$ cat src/rtl/cdc_sync_slow_to_fast.sv
// cdc_sync_slow_to_fast: per-bit multi-flop level synchroniser into fast_clk; optional edge pulses under `CDC_SYNC_PULSE_EN`
module cdc_sync_slow_to_fast #(
  parameter int WIDTH       = 8,
  parameter int SYNC_STAGES = 2
) (
  input  logic             fast_clk,
  input  logic             reset,
  input  logic [WIDTH-1:0] signal_in_slow,
`ifdef CDC_SYNC_PULSE_EN
  output logic [WIDTH-1:0] signal_out_fast,
  output logic [WIDTH-1:0] pulse_rise_fast,
  output logic [WIDTH-1:0] pulse_fall_fast
`else
  output logic [WIDTH-1:0] signal_out_fast
`endif
);
  if (SYNC_STAGES < 2 || SYNC_STAGES > 4) begin : g_bad_stages
    $error("cdc_sync_slow_to_fast: SYNC_STAGES must be in 2..4");
  end
  (* ASYNC_REG = "TRUE" *) logic [SYNC_STAGES-1:0][WIDTH-1:0] sync_q;
  logic [SYNC_STAGES-1:0][WIDTH-1:0] sync_d;
  // stage 0 takes the raw input, every later stage shifts from the one before it
  always_comb sync_d = {sync_q[SYNC_STAGES-2:0], signal_in_slow};
  // synchroniser chains; async reset drops every stage at once
  always_ff @(posedge fast_clk or posedge reset)
    if (reset) sync_q <= '0;
    else sync_q <= sync_d;
  assign signal_out_fast = sync_q[SYNC_STAGES-1];
`ifdef CDC_SYNC_PULSE_EN
  logic [WIDTH-1:0] prev_q;
  // previous synchronised level, cleared on reset so release with input 0 gives no pulse
  always_ff @(posedge fast_clk or posedge reset)
    if (reset) prev_q <= '0;
    else prev_q <= signal_out_fast;
  assign pulse_rise_fast = signal_out_fast & ~prev_q;
  assign pulse_fall_fast = ~signal_out_fast & prev_q;
`endif
endmodule

$ cat config.mk
export PLATFORM = sky130hd
export DESIGN_NAME = cdc_sync_slow_to_fast
export DESIGN_NICKNAME = d
export VERILOG_FILES = /design/src/rtl/cdc_sync_slow_to_fast.sv
export SDC_FILE = /design/constraint.sdc
export NUM_CORES = 1
export LEC_CHECK = 0
export ABC_AREA = 1
export BUFFER_PORTS_ARGS = -buffer_cell sky130_fd_sc_hd__buf_2
export CAP_MARGIN = 20
export CORE_AREA = 2 2 39 41
export DETAILED_ROUTE_END_ITERATION = 7
export DIE_AREA = 0 0 41 43
export GPL_TIMING_DRIVEN = 0
export HOLD_SLACK_MARGIN = 0.1
export PLACE_DENSITY = 0.68
export SYNTH_ARGS = -nofsm -noshare
export SYNTH_HDL_FRONTEND = slang
export SYNTH_SLANG_ARGS = --single-unit
$ cat constraint.sdc
create_clock -name fast_clk -period 0.8 [get_ports fast_clk]
set_input_delay 0.16 -clock fast_clk [delete_from_list [all_inputs] [get_ports fast_clk]]
set_output_delay 0.16 -clock fast_clk [all_outputs]
set_load 0.05 [all_outputs]
**After elaboration in Yosys (flattened, before gate mapping)**

Index checks and enable logic that the tools add are counted.

- Word-level logic and storage cells: 2
- Register bits: 16
- Input bits: 10
- Output and inout port bits: 8

**Depth between registers and ports, before layout**

- Word-level depth: 0
- Gate-level depth with buffers: 1
- Gate-level depth less buffers: 1

**Worst setup path after synthesis**

OpenSTA, ideal clock, no wires.

- Kind: flip-flop to output port
- From: register sync_q (netlist bit signal_out_fast[0])
- To: output port signal_out_fast[0]
- Cell stages (with the launch flop): 2
- Required time: 0.640 ns
- Slack: 0.125 ns
- Buffers on the path: 1
- Arrival: 0.515 ns
- Cell sequence: dfrtp_1 -> buf_4

RTL lines:

| element | line | text |
|---|---|---|
| start: declaration | 20 | `(* ASYNC_REG = "TRUE" *) logic [SYNC_STAGES-1:0][WIDTH-1:0] sync_q;` |
| start signal: assignment | 27 | `else sync_q <= sync_d;` |
| end: declaration | 14 | `output logic [WIDTH-1:0] signal_out_fast` |

No word-level cell between the ends.

**Worst setup path after layout**

- From: register sync_q (netlist bit signal_out_fast[0])
- To: output port signal_out_fast[0]

No word-level cell between the ends.

==> results.sh <==
export IMPL_outcome="finished with violations"
export IMPL_violations="hold timing, setup timing"
export IMPL_grt_pass1_wl_um=772
export IMPL_ioPinCount=18
export IMPL_synth_top_cell_area_share_pct=86.3
export IMPL_busiest_layer="met4"
export IMPL_path_clk_slew_ns=0.08
export IMPL_multiInputGateArea_um2=0
export IMPL_synth_avg_cell_area_um2=18.6
export IMPL_dp_slack_ns=-0.0211
export IMPL_cts_root_buffer="clkbuf_4"
export IMPL_firstDrtPassIters=1
export IMPL_use_met3_pct=3.14
export IMPL_grt_ovfl_total=0
export IMPL_antenna_found_initial=0
export IMPL_nets=57
export IMPL_diodes=0
export IMPL_track_usage_pct=7.36
export IMPL_synth_seq_cells=16
export IMPL_place_congestion=0.595
export IMPL_critPathTopFamily="flip-flops"
export IMPL_cp_arrival_ns=0.81
export IMPL_synthCells=25
export IMPL_drt_antenna_violating_nets=0
export IMPL_h_tree_depth=1
export IMPL_fp_dieW_um=41
export IMPL_slew_violations=0
export IMPL_ys_flop_type="dfrtp_1"
export IMPL_wl_per_cell_um=7.64
export IMPL_hold_viol_final=16
export IMPL_wl_um=466
export IMPL_row_count=14
export IMPL_cap_violations=0
export IMPL_crit_buf_inv=1
export IMPL_synth_edf_count=0
export IMPL_core_area_mm2=0.00138
export IMPL_fin_util_pct=50.0
export IMPL_drive_gt1_share_pct=44.4
export IMPL_yosys_top_cells_area="dfrtp_1 86%, buf_4 13%, inv_1 0.81%"
export IMPL_synth_seq_area_share_pct=86.3
export IMPL_numPortBuffers=17
export IMPL_grt_pass1_vias=203
export IMPL_multi_input_gates=0
export IMPL_synth_net_count=35
export IMPL_grt_max_degree=17
export IMPL_fin_crit_sh_pct=121
export IMPL_vias_per_cell=3.43
export IMPL_yosys_warnings=0
export IMPL_fillCellCount=113
export IMPL_synth_most_common_cell="dfrtp_1"
export IMPL_critPathRequiredTime_ns=0.64
export IMPL_tightest_slew_ns=0.548
export IMPL_cp_end_kind="output port"
export IMPL_worstSetupPathType="reg -> out"
export IMPL_clk_latency_ns=0.26
export IMPL_clock_skew_ns=0.000196
export IMPL_worstPathMaxFanout=1
export IMPL_synth_cell_area_um2=464
export IMPL_min_period_ns=0.969
export IMPL_synth_top_area_cell="dfrtp_1"
export IMPL_dieArea_mm2=0.00176
export IMPL_seq_area_um2=400
export IMPL_maxSlewHeadroom_pct=63.4
export IMPL_synth_commonest_cells="16 x dfrtp_1, 8 x buf_4, 1 x inv_1"
export IMPL_drt_iter0_markers=0
export IMPL_synth_cell_type_count=3
export IMPL_clkSinkCount=16
export IMPL_synthArstFlopShare_pct=100
export IMPL_clock_path_buffers=2
export IMPL_setup_violations_final=8
export IMPL_ir_worst_vdd_uv=1020
export IMPL_cts_tree="built"
export IMPL_max_freq_mhz=1030
export IMPL_min_path_type="in -> async"
export IMPL_power_total_mw=1.44
export IMPL_die_y_um=43
export IMPL_start_kind="flip-flop"
export IMPL_initial_core_util_pct=33.5
export IMPL_cts_buffers=3
export IMPL_worst_slack_ns=-0.169
export IMPL_grt_use_met2_pct=7.50
export IMPL_slowest_delay_ns=0.39
export IMPL_p_leak_nw=0.334
export IMPL_setup_tns_ns=-1.32
export IMPL_powerDensity_mw_per_mm2=2080
export IMPL_crit_slowest_cell="dfrtp_1"
export IMPL_route_detailed_drc=0
export IMPL_met1_usage_pct=9.29
export IMPL_worstPathCellList="buf_8"
export IMPL_syn_to_final_growth_pct=49.1
export IMPL_hold_buffers=8
export IMPL_hold_ws_ns=-0.0755
export IMPL_vias=209
export IMPL_rsz0062_at_grt="true"
-- metal layers --
| metal | vias up | wire, um | part of all wire [%] |
|---|---|---|---|
| met4 | 0 | 0 | 0 |
| met3 | 0 | 34 | 7.3 |
| met5 | - | 0 | 0 |
| met2 | 12 | 220 | 47 |
| li1 | 107 | - | - |
| met1 | 90 | 211 | 45 |
-- metrics by stage --
stage                     hold slack, ns  std cells  cell area (um^2)
after floorplan                   0.0737         25               464
after global placement             0.218         58               569
after detailed placement           0.233         58               569
after CTS                        -0.0612         61               692
after global routing             -0.0304         61               692
final                            -0.0755         61               692
-- final cells by class --
type | instances | area share (%)
inverter | 1 | 0.542
sequential | 16 | 57.9
clock buffer | 3 | 3.25
timing repair buffer | 25 | 35.4
tap | 16 | 2.89
-- cell families (layout without fill, tap and decap cells) --
group	after synthesis	after routing	share of synthesized area [%]
flops	16	16	86.3
buf+inv	9	29	13.7
-- where the power goes --
group,internal [mW],switching [mW]
clock network,0.174,0.197
registers,0.849,0.0171
logic,0.0958,0.105
-- path summary, 6_finish.rpt --
kind,from,to,slack [ns],cells past startpoint
setup / recovery,signal_out_fast[0]$_DFF_PP0_,signal_out_fast[0],-0.17,1
hold / removal,reset,sync_q[6]$_DFF_PP0_,-0.08,2
setup reg to reg,sync_q[7]$_DFF_PP0_,signal_out_fast[7]$_DFF_PP0_,0.33,0
hold reg to reg,sync_q[2]$_DFF_PP0_,signal_out_fast[2]$_DFF_PP0_,0.35,0
max in group asynchronous,reset,signal_out_fast[1]$_DFF_PP0_,0.51,2
min in group fast_clk,sync_q[2]$_DFF_PP0_,signal_out_fast[2]$_DFF_PP0_,0.35,0
-- cells in the final DEF, fill, tap and decap left out --
cell type and instances:
buf_2 9, inv_1 1, clkbuf_4 3, dfrtp_1 16
dlygate4sd3_1 8, buf_8 8
-- state kept, by name (all words and copies together), names as in the netlist --
| register | count |
|---|---|
| signal_out_fast | 8 |
| sync_q | 8 |
-- timing repair --
item | 4_1_cts | 5_1_grt
buffers inserted | 0 | 0
resized for setup | 24 | 0
pin swaps | 0 | 0
hold endpoints to repair | 24 | 16
setup endpoints to repair | 8 | 8
No activity file was read; power rests on OpenSTA's default activity.
